==> config.mk <==
export PLATFORM = sky130hd
export DESIGN_NAME = softmax_history_averager
export DESIGN_NICKNAME = d
export VERILOG_FILES = /design/src/rtl/softmax_history_averager_pkg.sv /design/src/rtl/softmax_history_averager_avg_scaler.sv /design/src/rtl/softmax_history_averager.sv
export SDC_FILE = /design/constraint.sdc
export NUM_CORES = 1
export LEC_CHECK = 0
export BUFFER_PORTS_ARGS = -buffer_cell sky130_fd_sc_hd__buf_2
export CAP_MARGIN = 15
export CELL_PAD_IN_SITES_DETAIL_PLACEMENT = 1
export CELL_PAD_IN_SITES_GLOBAL_PLACEMENT = 1
export CORE_MARGIN = 1.5
export CORE_UTILIZATION = 45
export DETAILED_ROUTE_END_ITERATION = 10
export PLACE_DENSITY = 0.83
export SKIP_LAST_GASP = 1
export SYNTH_ARGS = -nofsm -noshare
export SYNTH_HDL_FRONTEND = slang
export SYNTH_HIERARCHICAL = 1
export SYNTH_SLANG_ARGS = --single-unit
export TNS_END_PERCENT = 5
==> constraint.sdc <==
create_clock -name clk -period 14.2 [get_ports clk]
set_input_delay 1.42 -clock clk [delete_from_list [all_inputs] [get_ports clk]]
set_output_delay 1.42 -clock clk [all_outputs]
set_load 0.01 [all_outputs]
==> src/rtl/softmax_history_averager_pkg.sv <==
// Shared types and constants for the softmax history averager.
// Addresses come from the intermediate-result memory map.
package softmax_history_averager_pkg;

   typedef logic [15:0]        IntResAddr_t;
   typedef logic signed [14:0] IntResSingle_t;
   typedef logic signed [31:0] CompFx_t;
   typedef logic [1:0]         SoftmaxHistCnt_t;
   typedef logic [2:0]         SleepStage_t;

   localparam int IN_FRAC_BITS = 13;
   localparam int Q_COMP       = 21;
   localparam int N_CLASSES    = 5;

   localparam int MLP_HEAD_DENSE_2_OUT_MEM = 0;
   localparam int PREV_SOFTMAX_OUTPUT_MEM  = 1;

   localparam IntResAddr_t [1:0] mem_map = {16'd57334, 16'd32};

   // Q21 reciprocals of 1, 2 and 3 valid samples
   localparam logic [2:0][22:0] SOFTMAX_RECIP_Q21 =
      {23'd699051, 23'd1048576, 23'd2097152};

   typedef enum logic [2:0] {
      S_IDLE,
      S_RD_CUR,
      S_RD_H0,
      S_RD_H1,
      S_ACC,
      S_WR_H1,
      S_WR_H0,
      S_FIN
   } sm_state_t;

endpackage

==> src/rtl/softmax_history_averager_avg_scaler.sv <==
// Combinational mask/sum/multiply/shift/saturate path
// producing one class average in IN_FRAC_BITS format.
module softmax_avg_scaler
   import softmax_history_averager_pkg::*;
(
   input  logic signed [14:0] cur,
   input  logic signed [14:0] h0,
   input  logic signed [14:0] h1,
   input  logic [1:0]         hist_cnt,
   output logic signed [14:0] avg
);

   localparam int SHIFT = Q_COMP - IN_FRAC_BITS;

   CompFx_t            c_x;
   CompFx_t            h0_x;
   CompFx_t            h1_x;
   CompFx_t            sum;
   logic [22:0]        rcp;
   logic signed [63:0] sum_w;
   logic signed [63:0] rcp_w;
   logic signed [63:0] prod;
   logic signed [63:0] avg_c;
   logic signed [63:0] res;

   always_comb begin
      c_x  = CompFx_t'(cur) <<< SHIFT;
      h0_x = '0;
      h1_x = '0;
      if (hist_cnt != 2'd0)
         h0_x = CompFx_t'(h0) <<< SHIFT;
      if (hist_cnt == 2'd2)
         h1_x = CompFx_t'(h1) <<< SHIFT;
      sum = c_x + h0_x + h1_x;

      case (hist_cnt)
         2'd0:    rcp = SOFTMAX_RECIP_Q21[0];
         2'd1:    rcp = SOFTMAX_RECIP_Q21[1];
         default: rcp = SOFTMAX_RECIP_Q21[2];
      endcase

      sum_w = 64'(sum);
      rcp_w = 64'(rcp);
      prod  = sum_w * rcp_w;
      // arithmetic shifts floor toward -inf
      avg_c = prod >>> Q_COMP;
      res   = avg_c >>> SHIFT;

      if (res > 64'sd16383)
         avg = 15'sd16383;
      else if (res < -64'sd16384)
         avg = -15'sd16384;
      else
         avg = res[14:0];
   end

endmodule

==> src/rtl/softmax_history_averager.sv <==
// Averages current softmax with up to two previous samples,
// reports argmax stage, and shifts the history window.
module softmax_history_averager
   import softmax_history_averager_pkg::*;
(
   input  logic        clk,
   input  logic        rst_n,
   input  logic        start,
   input  logic        clear_hist,
   output logic        busy,
   output logic        done,
   output logic [2:0]  sleep_stage,
   output logic [14:0] avg_max,
   output logic        rd_en,
   output logic [15:0] rd_addr,
   input  logic [14:0] rd_data,
   output logic        wr_en,
   output logic [15:0] wr_addr,
   output logic [14:0] wr_data
);

   localparam IntResAddr_t CUR_BASE  = mem_map[MLP_HEAD_DENSE_2_OUT_MEM];
   localparam IntResAddr_t HIST_BASE = mem_map[PREV_SOFTMAX_OUTPUT_MEM];
   localparam IntResAddr_t HIST_OLD  = HIST_BASE + 16'd5;

   sm_state_t       state;
   SoftmaxHistCnt_t hist_cnt;
   SleepStage_t     cls;
   SleepStage_t     best_idx;
   IntResSingle_t   best_val;
   IntResSingle_t   cur_q;
   IntResSingle_t   h0_q;
   IntResSingle_t   h1_q;
   IntResSingle_t   avg;
   IntResAddr_t     cls_a;

   assign busy  = (state != S_IDLE);
   assign cls_a = IntResAddr_t'(cls);

   softmax_avg_scaler u_scaler (
      .cur      (cur_q),
      .h0       (h0_q),
      .h1       (h1_q),
      .hist_cnt (hist_cnt),
      .avg      (avg)
   );

   always_ff @(posedge clk or negedge rst_n) begin
      if (!rst_n) begin
         state       <= S_IDLE;
         hist_cnt    <= '0;
         cls         <= '0;
         best_idx    <= '0;
         best_val    <= '0;
         cur_q       <= '0;
         h0_q        <= '0;
         h1_q        <= '0;
         done        <= 1'b0;
         sleep_stage <= '0;
         avg_max     <= '0;
         rd_en       <= 1'b0;
         rd_addr     <= '0;
         wr_en       <= 1'b0;
         wr_addr     <= '0;
         wr_data     <= '0;
      end else begin
         done <= 1'b0;
         unique case (state)
            S_IDLE: begin
               if (clear_hist)
                  hist_cnt <= '0;
               if (start) begin
                  state   <= S_RD_CUR;
                  cls     <= '0;
                  rd_en   <= 1'b1;
                  rd_addr <= CUR_BASE;
               end
            end
            S_RD_CUR: begin
               state   <= S_RD_H0;
               rd_addr <= HIST_BASE + cls_a;
            end
            S_RD_H0: begin
               cur_q   <= rd_data;
               state   <= S_RD_H1;
               rd_addr <= HIST_OLD + cls_a;
            end
            S_RD_H1: begin
               h0_q  <= rd_data;
               state <= S_ACC;
               rd_en <= 1'b0;
            end
            S_ACC: begin
               h1_q    <= rd_data;
               state   <= S_WR_H1;
               wr_en   <= 1'b1;
               wr_addr <= HIST_OLD + cls_a;
               wr_data <= h0_q;
            end
            S_WR_H1: begin
               state   <= S_WR_H0;
               wr_addr <= HIST_BASE + cls_a;
               wr_data <= cur_q;
            end
            S_WR_H0: begin
               wr_en <= 1'b0;
               // strict compare keeps the lowest index on ties
               if (cls == 3'd0 || avg > best_val) begin
                  best_idx <= cls;
                  best_val <= avg;
               end
               if (cls == 3'(N_CLASSES - 1)) begin
                  state <= S_FIN;
               end else begin
                  cls     <= cls + 3'd1;
                  state   <= S_RD_CUR;
                  rd_en   <= 1'b1;
                  rd_addr <= CUR_BASE + cls_a + 16'd1;
               end
            end
            S_FIN: begin
               sleep_stage <= best_idx;
               avg_max     <= best_val;
               done        <= 1'b1;
               if (hist_cnt != 2'd2)
                  hist_cnt <= hist_cnt + 2'd1;
               state <= S_IDLE;
            end
            default: state <= S_IDLE;
         endcase
      end
   end

endmodule

# After elaboration in Yosys (flattened, before gate mapping)
# Index checks and enable logic that the tools add are counted.
# totals
wordCells	84
ff_bits	139
inputBits	19
# op_classes
n_mul	1
mux	24
n_lt_le_gt_ge	3
n_reduce_logical	17
eq_ne	15
addsub	8
# op_table
op	count
two-way mux 32 bit	2
case mux 16 bit (4 select lines)	1
multiplier 32 x 23 -> 55 bit	1
case mux 22 bit (2 select lines)	1
adder 15 x 4 -> 16 bit (first input constant)	2
adder 23 x 32 -> 32 bit	1
adder 32 bit	1
two-way mux 16 bit	2
case mux 16 bit (2 select lines)	1
two-way mux 15 bit	2
case mux 15 bit (2 select lines)	1
> comparator 26 x 15 -> 1 bit (second input constant)	1
< comparator 26 x 15 -> 1 bit (second input constant)	1
case mux 3 bit (8 select lines)	1
equality test 3 bit (second input constant)	5
> comparator 15 bit	1
two-way mux 3 bit	4
AND reduction 3 bit	4
!= test 2 bit (second input constant)	5
nonzero test 2 bit	5
adder 7 x 1 -> 8 bit (second input constant)	1
adder 6 x 3 -> 7 bit (first input constant)	1
equality test 3 x 2 -> 1 bit (second input constant)	2
zero test 3 bit	2
other kinds (16)	20

# Logic depth before layout (Yosys ltp)
# logic_depth
depth_word	11
mapped_depth	52
ltp_nobuf	48

# Modules after synthesis
# The synthesis kept the hierarchy.
# by_module_without_submodules
module	seq_area_each_um2	instances	cells_each	area_each_um2
softmax_avg_scaler	0.0	1	1424	13011.2
softmax_history_averager	3103.0	1	485	5680.4

# Worst setup path after synthesis
# No wires, ideal clock.
# synth_timing
kind	register to register
startpoint	register hist_cnt[1]
endpoint	register best_idx[0]
n_path_buf	7
stages_incl_launch_ff	49
setup_slack_ps	2033
t_required_ps	14075
arrival_time_ps	12042
path_cell_list	dfrtp_1 clkbuf_1 or2_2 clkbuf_1 clkbuf_1 nand2_1 fa_1 inv_1 ha_1 fa_1 a21o_1 a21oi_1 o21bai_1 a21oi_1 o21bai_1 a31o_2 a41oi_1 a31o_2 [... 13 more ...] buf_4 a21oi_1 o21ai_0 or2_2 or3_1 a211oi_1 o211ai_1 nor4_1 a41o_1 buf_8 o21ai_2 ha_1 nand2_1 o21ai_0 a211oi_4 a2bb2oi_4 buf_8 mux2_4
# synth_between
elab_chain_len	11
elab_cells_between_ends	17
cone_classes	2 x add/sub; 1 x mul; 3 x order compare; 2 x eq/ne; 5 x mux; 4 x reduce/logical
# synth_rtl
element	line_no	rtl
from (decl)	softmax_history_averager.sv:27	SoftmaxHistCnt_t hist_cnt;
from (signal assigned)	softmax_history_averager.sv:126	hist_cnt <= hist_cnt + 2'd1;
nonzero test 2 bit	softmax_history_averager_avg_scaler.sv:30	if (hist_cnt != 2'd0)
two-way mux 32 bit	softmax_history_averager_avg_scaler.sv:30	
adder 23 x 32 -> 32 bit	softmax_history_averager_avg_scaler.sv:34	sum = c_x + h0_x + h1_x;
adder 32 bit	softmax_history_averager_avg_scaler.sv:34	
multiplier 32 x 23 -> 55 bit (*)	softmax_history_averager_avg_scaler.sv:44	prod = sum_w * rcp_w;
< comparator 26 x 15 -> 1 bit	softmax_history_averager_avg_scaler.sv:51	else if (res < -64'sd16384)
two-way mux 15 bit	softmax_history_averager_avg_scaler.sv:51	
two-way mux 15 bit (*)	softmax_history_averager_avg_scaler.sv:49	if (res > 64'sd16383)
net avg[10]	softmax_history_averager.sv:34	IntResSingle_t avg;
> comparator 15 bit (*)	softmax_history_averager.sv:108	if (cls == 3'd0 || avg > best_val) begin
logical OR 1 bit (*)	softmax_history_averager.sv:108	
AND reduction 2 bit (no line) (*)	--	
to (signal assigned)	softmax_history_averager.sv:109	best_idx <= cls;
to (decl)	softmax_history_averager.sv:29	SleepStage_t best_idx;
# Mark *: on every way through the listed nets, which the timed path passes. The rest lies on a longest branch.
# A chain may end at the register's enable or synchronous reset.

# Worst setup path after layout
# layout_timing
startpoint	register hist_cnt[1]
endpoint	register best_idx[1]
# Same word-level chain as after synthesis.

==> results.cfg <==
[outcome]
status = finished, final reports clean

[setup_path]
r2r-end = best_idx[1]
cp.required_ns = 14.53
reg2reg_from = hist_cnt[1]
r2r_slack_ns = 0.82
critPathArrivalTime_ns = 13.71
critical_path.startpoint_type = register
slowest_delay_ns = 0.55
cpMaxStageDelayCell = fa_1
crit_top_cell = fa_1
worst-setup-path-type = register to register
critical_path.max_fanout = 17
crit_path_end_kind = register
reg2reg_depth = 45
critPathCapture = best_idx[1]
cp-startpoint = hist_cnt[1]

[logic_synthesis]
synth-seq-area-share = 0.1660
syn-num-nets = 2451
syn-cell-area_sq_um = 18690
synthArstFlopShare = 1.000
ys_warn_count = 6
synth_cell_type_count = 81
ys.flop_type = dfrtp_1
synth_seq_cells = 124
netlist_instances = 1909
synth_area_per_cell_sq_um = 9.791
synth_edf_count = 0

[sta]
rsz0062_at_grt = no
setup_viol = 0
final-hold-violation-count = 0
worst_pin_slew_ns = 1.108
relSlewSlack = 0.2594
period_share = 0.9422
max_freq_mhz = 74.75
fin_tns_setup_ns = 0
min_period_ns = 13.38
finalMaxSlewViolations = 0
fin_skew_ns = 0.01167

[cells_and_area]
mostFrequentLayoutCell = inv_1
final-seq-area_sq_um = 3104
area_delta_synth_final_pct = 7.752
layout.nets = 2507
drive_above_1_share = 0.1299
stdcell_count = 2510
multi_input_area_sq_um = 13500
final_cell_mix = inv_1, fa_1, ha_1
fill_cells = 4719
n_antenna_cell = 0

[floorplan]
dieArea_sq_um = 42770
initial_core_util = 0.4567
num_io_pins = 88
die_h_um = 206.8
coreArea_sq_um = 40920
die_w_um = 206.8
num_rows = 74

[global_route]
grt_max_degree = 69
grt_pass1_vias = 15128
grt-ovfl-total = 0
grt_usage = 0.2590
grt_pass1_wl_um = 83900
antenna_found_initial = 2

[clocking]
cts.clk_slew.worst_paths_ns = 0.06
htreeDepth = 4
cts-root-buf = clkbuf_16
numCtsBuffers = 17
cts_sinks = 124
tritoncts = done
cts_buffer_depth = 2
hold_buffers = 0
clock_latency_ns = 0.45

[routing]
ant_nets = 0
wirelength_um = 53620
vias = 13584
post_drt_wl_per_cell_um = 21.36
via_per_inst = 5.412
drc = 0
firstDrtPassIters = 4
drt_first_iter_violations = 696

[job]
maxCapViolCount = 0

[min_path]
holdCritPathClass = register to register
hold_depth = 2

[placed_design]
dp.cells = 2477
dp_hpwl_um = 45730
gp_congestion = 0.9583
io_buffers = 87
## cells in the mapped netlist (all sizes together) (5+ instances only)
master    n  area, sq um
inv     455         1708
fa      272         5445
ha      251         3141
dfrtp   124         3103
nand2    99        371.6
nor2     94        355.3
o21ai    89        486.7
a21oi    71        392.9
mux2     68        803.3
buf      41        307.8
xor2     32        280.3
and2     31        195.2
nand4    26        162.7
xnor2    24        210.2
clkbuf   23        87.58
a21o     22        166.4
mux2i    17        170.2
o211ai   15        117.6
nand3    13        65.06
nor3     12        70.07
or2      11        71.32
nor2b    10        62.56
nand2b    9        56.30
o21a      9        67.56
o21bai    9        67.56
a211oi    8        90.09
and3      7        50.05
nor4      7        65.06
a22o      5        43.79
a31oi     5        31.28
## cells by family (layout without fill, tap and decap cells)
logic type / Yosys count / in the layout / share of synthesized area
buffers and inverters: 519 / 588 / 0.1125
DFF: 124 / 124 / 0.1660
AOI/OAI and AO/OA: 268 / 268 / 0.09612
muxes: 85 / 85 / 0.05208
adders and majority gates: 523 / 523 / 0.4593
and+or+nand+nor: 334 / 334 / 0.08769
xor gates and xnor gates: 56 / 56 / 0.02624
## sequential cells by signal, indices dropped and copies added, names as in the netlist
register     cells
rd_en            1
done             1
h0_q            15
hist_cnt         2
rd_addr          9
state            3
best_val        15
best_idx         3
cls              3
wr_data         15
wr_addr          8
sleep_stage      3
avg_max         15
cur_q           15
wr_en            1
h1_q            15
## per-layer routing
| metal | track usage | share of wire |
|---|---|---|
| met1 | 0.3344 | 0.44 |
| met2 | 0.4586 | 0.51 |
| met3 | 0.04129 | 0.039 |
| met4 | 0.05293 | 0.016 |
| met5 | 0 | 0.00034 |
## worst max-delay path: cells and delay by family, from the launching register on
kind	cells	cell delay, ns
DFF	1	0.54
xor gates and xnor gates	2	0.40
adders and majority gates	12	5.08
AOI/OAI and AO/OA	17	4.20
buffers and inverters	6	0.69
and+or+nand+nor	7	2.05
muxes	1	0.31
## through the flow
stage / worst slack [ns] / area [sq um] / util / hold WS, ns
final: 0.8212 / 20140 / 0.4921 / 0.4808
after global routing: 0.09943 / 20140 / 0.4921 / 0.5110
after CTS: 0.01980 / 20110 / 0.4913 / 0.4829
after detailed placement: -0.1752 / 19500 / 0.4764 / 0.4675
after global placement: 0.2494 / 19500 / 0.4764 / 0.4579
after floorplan: 2.033 / 18690 / - / 0.4721
## cell type report
class / count / share of cell area
sequential: 124 / 0.1541
timing repair buffer: 101 / 0.02758
multi-input combinational: 1266 / 0.6705
clock buffer: 20 / 0.02317
clock inverter: 12 / 0.006771
tap: 532 / 0.03305
inverter: 455 / 0.08480
## worst min-delay path by stage
stage	start	to	slack (ns)
after detailed placement	avg_max[12]	avg_max[12]	0.47
after global placement	wr_addr[13]	wr_addr[13]	0.46
after global routing	wr_data[10]	wr_data[10]	0.51
after floorplan	h1_q[0]	h1_q[0]	0.47
final	avg_max[6]	avg_max[6]	0.48
after CTS	avg_max[6]	avg_max[6]	0.48
## timing repair
action,4_1_cts,5_1_grt
endpoints found under the setup margin,18,18
buffers inserted,0,1
pin swaps,0,1
resized for setup,3,5
Power is not shown: default switching activity piles up to over one toggle a cycle in this logic, so the estimate is an artifact.
